$ cat src/rtl/memory_slave.sv
`default_nettype none
// ============================================================================
// Module   : memory_slave
// Brief    : Single-port register-file slave with a one-cycle response strobe
//            and error flag. Optional stored-parity check: MEMORY_PARITY_EN.
// Revision : 1.0 - initial release
// ============================================================================
module memory_slave #(
  parameter int ADDR_WIDTH = 8,
  parameter int DATA_WIDTH = 32,
  parameter int MEM_SIZE   = 16
) (
  input  logic                  clk,
  input  logic                  reset,
  input  logic                  wr,
  input  logic                  rd,
  input  logic [ADDR_WIDTH-1:0] addr,
  input  logic [DATA_WIDTH-1:0] wdata,
`ifdef MEMORY_PARITY_EN
  input  logic                  par_inj,
`endif
  output logic [DATA_WIDTH-1:0] rdata,
  output logic                  slv_rsp,
  output logic                  slv_err
);

  localparam int IDX_W = (MEM_SIZE > 1) ? $clog2(MEM_SIZE) : 1;
  localparam logic [ADDR_WIDTH:0] c_mem_size = (ADDR_WIDTH+1)'(MEM_SIZE);

  typedef enum logic [0:0] {
    S_IDLE = 1'b0,
    S_RESP = 1'b1
  } state_t;

  state_t                r_state;
  logic [DATA_WIDTH-1:0] r_mem [0:MEM_SIZE-1];
`ifdef MEMORY_PARITY_EN
  logic                  r_par [0:MEM_SIZE-1];
`endif

  logic             w_in_range;
  logic [IDX_W-1:0] w_idx;

  // Compare one bit wider than addr so MEM_SIZE == 2**ADDR_WIDTH still works.
  assign w_in_range = ({1'b0, addr} < c_mem_size);
  assign w_idx      = addr[IDX_W-1:0];

  always_ff @(posedge clk or negedge reset) begin
    if (!reset) begin
      r_state <= S_IDLE;
      rdata   <= '0;
      slv_rsp <= 1'b0;
      slv_err <= 1'b0;
      for (int i = 0; i < MEM_SIZE; i++) begin
        r_mem[i] <= '0;
`ifdef MEMORY_PARITY_EN
        r_par[i] <= 1'b0;
`endif
      end
    end else begin
      slv_rsp <= 1'b0;
      slv_err <= 1'b0;
      case (r_state)
        S_IDLE: begin
          if (wr || rd) begin
            r_state <= S_RESP;
            slv_rsp <= 1'b1;
            if (wr && rd) begin
              slv_err <= 1'b1;
            end else if (!w_in_range) begin
              slv_err <= 1'b1;
              if (rd) rdata <= '0;
            end else if (wr) begin
              r_mem[w_idx] <= wdata;
`ifdef MEMORY_PARITY_EN
              r_par[w_idx] <= (^wdata) ^ par_inj;
`endif
            end else begin
              rdata <= r_mem[w_idx];
`ifdef MEMORY_PARITY_EN
              // Stored data is still returned; the mismatch only raises the flag.
              slv_err <= (^r_mem[w_idx]) ^ r_par[w_idx];
`endif
            end
          end
        end
        S_RESP:  r_state <= S_IDLE;
        default: r_state <= S_IDLE;
      endcase
    end
  end

endmodule
`default_nettype wire

$ cat config.mk
export PLATFORM = sky130hd
export DESIGN_NAME = memory_slave
export DESIGN_NICKNAME = d
export VERILOG_FILES = /design/src/rtl/memory_slave.sv
export SDC_FILE = /design/constraint.sdc
export NUM_CORES = 1
export LEC_CHECK = 0
export ABC_CLOCK_PERIOD_IN_PS = 5310
export BUFFER_PORTS_ARGS = -buffer_cell sky130_fd_sc_hd__buf_2
export CAP_MARGIN = 20
export CORE_MARGIN = 5
export CORE_UTILIZATION = 55
export DETAILED_ROUTE_END_ITERATION = 7
export PLACE_DENSITY = 0.72
export SETUP_SLACK_MARGIN = 0.15
export SYNTH_ARGS = -nofsm -noshare
export SYNTH_HDL_FRONTEND = slang
export SYNTH_SLANG_ARGS = --single-unit
$ cat constraint.sdc
create_clock -name clk -period 5.31 [get_ports clk]
set_clock_uncertainty 0.15 [all_clocks]
set_input_delay 0.531 -clock clk [delete_from_list [all_inputs] [get_ports clk]]
set_output_delay 0.531 -clock clk [all_outputs]
set_load 0.02 [all_outputs]
# After elaboration in Yosys (flattened, before gate mapping)
# Index checks and enable logic that the tools add are counted.
[word_totals]
ff_bits = 547
inputBits = 44
output_inout_bits = 34
elab_cells = 49
[classes]
magnitude_cmp = 3
n_eq_ne = 1
n_mux = 16
bitwise_logic = 3
reduce_logical = 6
[ops]
columns = ["cell", "count"]
rows = [
  ["512-bit bitwise mux", 1],
  ["32-bit 2-to-1 mux", 6],
  ["32-bit binary-select mux with 4-bit select", 1],
  ["32-bit demux with 4-bit select", 1],
  ["5-bit AND reduction", 2],
  ["8-bit by 5-bit less-than comparator with 1-bit output (second input constant)", 1],
  ["1-bit 2-to-1 mux", 6],
  ["5-bit >= comparator (second input constant)", 1],
  ["5-bit by 1-bit less-than comparator with 1-bit output (second input constant)", 1],
  ["4-bit inverter with 5-bit output", 1],
  ["1-bit logical AND", 2],
  ["2-bit != test (second input constant)", 1],
  ["1-bit inverter", 2],
  ["1-bit one-hot mux with 2 select lines", 1],
  ["2-bit nonzero test", 1],
  ["1-bit logical OR", 1],
]

# Depth between registers and ports, before layout
[depth]
word_depth = 6
depth_mapped = 7
ltp_nobuf = 4

# Worst setup path after synthesis
# No wires, ideal clock.
[synth_timing]
kind = "input -> register"
from = "input port addr[2]"
to = "register rdata[12]"
setup_time_ns = 0.121
t_arrival_ns = 2.276
t_required_ns = 5.039
slack_ns = 2.763
stages = 7
path_buffers = 3
path_cell_list = "clkbuf_1 > clkbuf_1 > buf_2 > mux4_2 > a22oi_1 > nand2_1 > a22o_1"
[synth_via]
elab_chain_cells = 6
elab_cells_between_ends = 10
cone_classes = "order compare: 1; eq/ne: 1; mux: 5; bitwise: 1; reduce/logical: 2"
[synth_rtl]
columns = ["element", "line_no", "source"]
rows = [
  ["start, declared", "17", "input logic [ADDR_WIDTH-1:0] addr,"],
  ["4-bit inverter with 5-bit output (not written as such)", "79", "rdata <= r_mem[w_idx];"],
  ["32-bit binary-select mux with 4-bit select", "79", ""],
  ["32-bit 2-to-1 mux (not written as such) (2 in a row)", "79", ""],
  ["32-bit 2-to-1 mux", "73", "end else if (wr) begin"],
  ["32-bit 2-to-1 mux", "70", "end else if (!w_in_range) begin"],
  ["end signal, assigned", "79", ""],
  ["end, declared", "22", "output logic [DATA_WIDTH-1:0] rdata,"],
]
# Several ways; a longest one is shown, not always the timed one. The select of a mux whose other input is x is not followed.
# A chain may end at the register's enable or synchronous reset.

# Worst setup path in the final report
[layout_timing]
from = "register r_state"
to = "register r_mem[507] in the netlist's numbering"
[layout_via]
elab_chain_cells = 2
[layout_rtl]
columns = ["element", "line_no", "source"]
rows = [
  ["start, declared", "35", "state_t r_state;"],
  ["start signal, assigned", "50", "r_state <= S_IDLE;"],
  ["start signal, assigned", "66", "r_state <= S_RESP;"],
  ["start signal, assigned", "87", "S_RESP: r_state <= S_IDLE;"],
  ["1-bit inverter (no line)", "n/a", ""],
  ["5-bit AND reduction (no line)", "n/a", ""],
  ["end signal, assigned by index", "74", "r_mem[w_idx] <= wdata;"],
  ["end, declared", "36", "logic [DATA_WIDTH-1:0] r_mem [0:MEM_SIZE-1];"],
]
# Every way passes these cells.

==> qor.yml <==
status:
  status: "complete, no violations"
layout:
  fill_cells: 3201
  multiInputGateArea_um2: 9810
  area_growth_pct: 11.5
  num-nets-final: 1557
  drive_gt1_share_pct: 54.8
  diodes: 0
  seq_area_um2: 13700
drt:
  wl_per_cell_um: 25.6
  drc: 0
  drtAntennaViolNets: 0
  dr.first_iter.drc_count: 998
  via_per_inst: 6.22
  dr.pass1.iters: 5
  vias: 13300
  wirelength_mm: 54.9
place:
  place.gp.congestion: 0.743
  port_buffers: 77
  place_ws_ns: 1.57
  dpl.hpwl_mm: 31.1
timing:
  finalSetupTns_ns: 0
  maxSlewViolCount: 0
  setup_viol: 0
  rsz0062_at_grt: "no"
  fmax_ghz: 0.310
  hold_viol_final: 0
  hold_slack_ns: 0.0671
  post-route-min-period_ns: 3.23
  tightest_slew_ns: 1.12
  fin_ws_ns: 2.08
  max-slew-margin-rel_pct: 25.0
  fin_crit_sh_pct: 60.7
critical_path:
  cpMaxStageDelayCell: "nand3_2"
  cp-start-kind: "register"
  path_max_fanout: 26
  crit_required_ns: 5.64
  cp_cell_sequence: "or3b_2 -> nor2_1 -> nand3_2 -> buf_4 -> mux2_2"
  path_class: "reg -> reg"
  critPathTopFamily: "simple AND/OR/NAND/NOR gates"
  endpoint_kind: "register"
  cpPeakStageDelay_ns: 0.84
  crit_buf_inv: 1
  arrival_ns: 3.55
global_route:
  grt_util_all_layers_pct: 23.9
  overflow: 0
  met2_usage_pct: 38.2
  gr-usage-met1_pct: 35.0
  grt-busiest-layer: "met2"
  use_met3_pct: 4.11
  grt_antenna_before_repair: 2
  grt_max_degree: 133
  grt_pass1_wl_mm: 88.3
  first_global_vias: 14600
yosys:
  synth_top_area_share_pct: 56.9
  syn_nets: 1526
  async_flop_share_pct: 100
  avgSynthCellArea_um2: 16.2
  yosys.area.top_type: "dfrtp_1"
  synth-seq-cells: 546
  synth_flop_cell: "dfrtp_1"
  synthDistinctLibCells: 22
  yosysMostFrequentCell: "dfrtp_1"
  synth_edf_count: 0
  ys_seq_area_share_pct: 56.9
  synth_common_cells: "dfrtp_1 (546), mux2_2 (512), mux4_2 (128)"
  syn_area_um2: 24000
  netlist_instances: 1482
  yosys_warnings: 0
  synth_area_leaders: "dfrtp_1 (57%), mux2_2 (24%), mux4_2 (12%)"
cts:
  cts-root-buf: "clkbuf_16"
  clk_pin_slew_ns: 0.06
  clock_latency_ns: 0.60
  postCtsSetupBuffers: 0
  cts_num_sinks: 546
  numCtsBuffers: 56
  cts_tree: "built"
  h-tree-depth: 2
  clk_path_buf_depth: 3
floorplan:
  num_rows: 76
  pin_count: 78
  coreArea_um2: 43200
  die-area_um2: 48000
  start_util_pct: 55.6
  die_h_um: 219
  fp.dieW_um: 219
worst_hold_path:
  hold_class: "in -> reg"
pwr:
  p_per_area_nw_per_um2: 320
  peakVddDrop_mv: 0.221
  leakagePower_nw: 13.4
run:
  cap_violations: 0
## layout by cell type (no fill, tap or decap), drive strengths merged, types with 2 or more instances in the layout
| cell | n |
|---|---|
| a22o | 32 |
| a22oi | 64 |
| buf | 105 |
| bufinv | 2 |
| clkbuf | 93 |
| clkinv | 6 |
| dfrtp | 546 |
| mux2 | 512 |
| mux4 | 128 |
| nand2 | 45 |
| nand3 | 4 |
| nor2 | 6 |
| nor2b | 2 |
| nor3 | 2 |
| or3b | 2 |
## per-stage QoR
stage	util, %	instance area (um2)	cells	power (mW)
finish	62.0	26800	2141	8.58
CTS	62.0	26800	2141	8.67
global route	62.0	26800	2141	8.89
global placement	57.5	24800	2033	4.77
detailed placement	57.8	24900	2039	4.78
floorplan	-	24000	1482	4.57
## state kept, by name, indices dropped and copies added, names as in the netlist
register / flops
r_mem: 512
rdata: 32
r_state: 1
slv_err: 1
## per-layer routing
layer | vias to the layer above | part of all wire [%]
li1 | 5661 | -
met1 | 7262 | 45
met2 | 309 | 48
met3 | 89 | 4.8
met4 | 4 | 2.1
met5 | - | 0.049
## final cells by class
class | count | share of cell area [%]
inverters | 1 | 0.0140
flip-flops and latches | 546 | 51.0
clock buffers | 93 | 6.47
well taps | 585 | 2.73
clock inverters | 8 | 0.336
repair buffers | 106 | 2.78
multi-input cells | 802 | 36.6
## worst paths after layout
kind	from	endpoint	slack [ns]	cells after the start
max	r_state	r_mem[507]	2.08	5
max in group asynchronous	reset	r_mem[175]	3.25	3
min	rd	r_state	0.07	3
max reg2reg	r_state	r_mem[507]	2.08	5
min reg2reg	r_state	r_state	0.34	1
min in group asynchronous	reset	r_mem[422]	0.47	2
## worst min-delay path, cell delays in order
cell	delay [ns]
buf_2	0.11
nor2_1	0.05
nor2_1	0.08
## power breakdown
group          switching [mW]  internal (mW)  total (mW)
clock                    1.58           2.30        3.88
combinational           0.274          0.154       0.428
sequential             0.0363           4.24        4.27
total                    1.89           6.69        8.58
## cell families (layout without fill, tap and decap cells)
| logic type | after synthesis | count (layout) | synth area share (%) |
|---|---|---|---|
| DFF | 546 | 546 | 56.9 |
| and+or+nand+nor | 65 | 65 | 1.31 |
| muxes | 640 | 640 | 36.0 |
| buffers and inverters | 134 | 208 | 2.63 |
| AOI/OAI and AO/OA | 97 | 97 | 3.19 |
## repair_timing
action	in CTS	in global routing
endpoints found under the hold margin	112	0
gates resized for setup	0	0
hold buffers	1	0
Note: power is estimated with default switching activity, not from simulation.
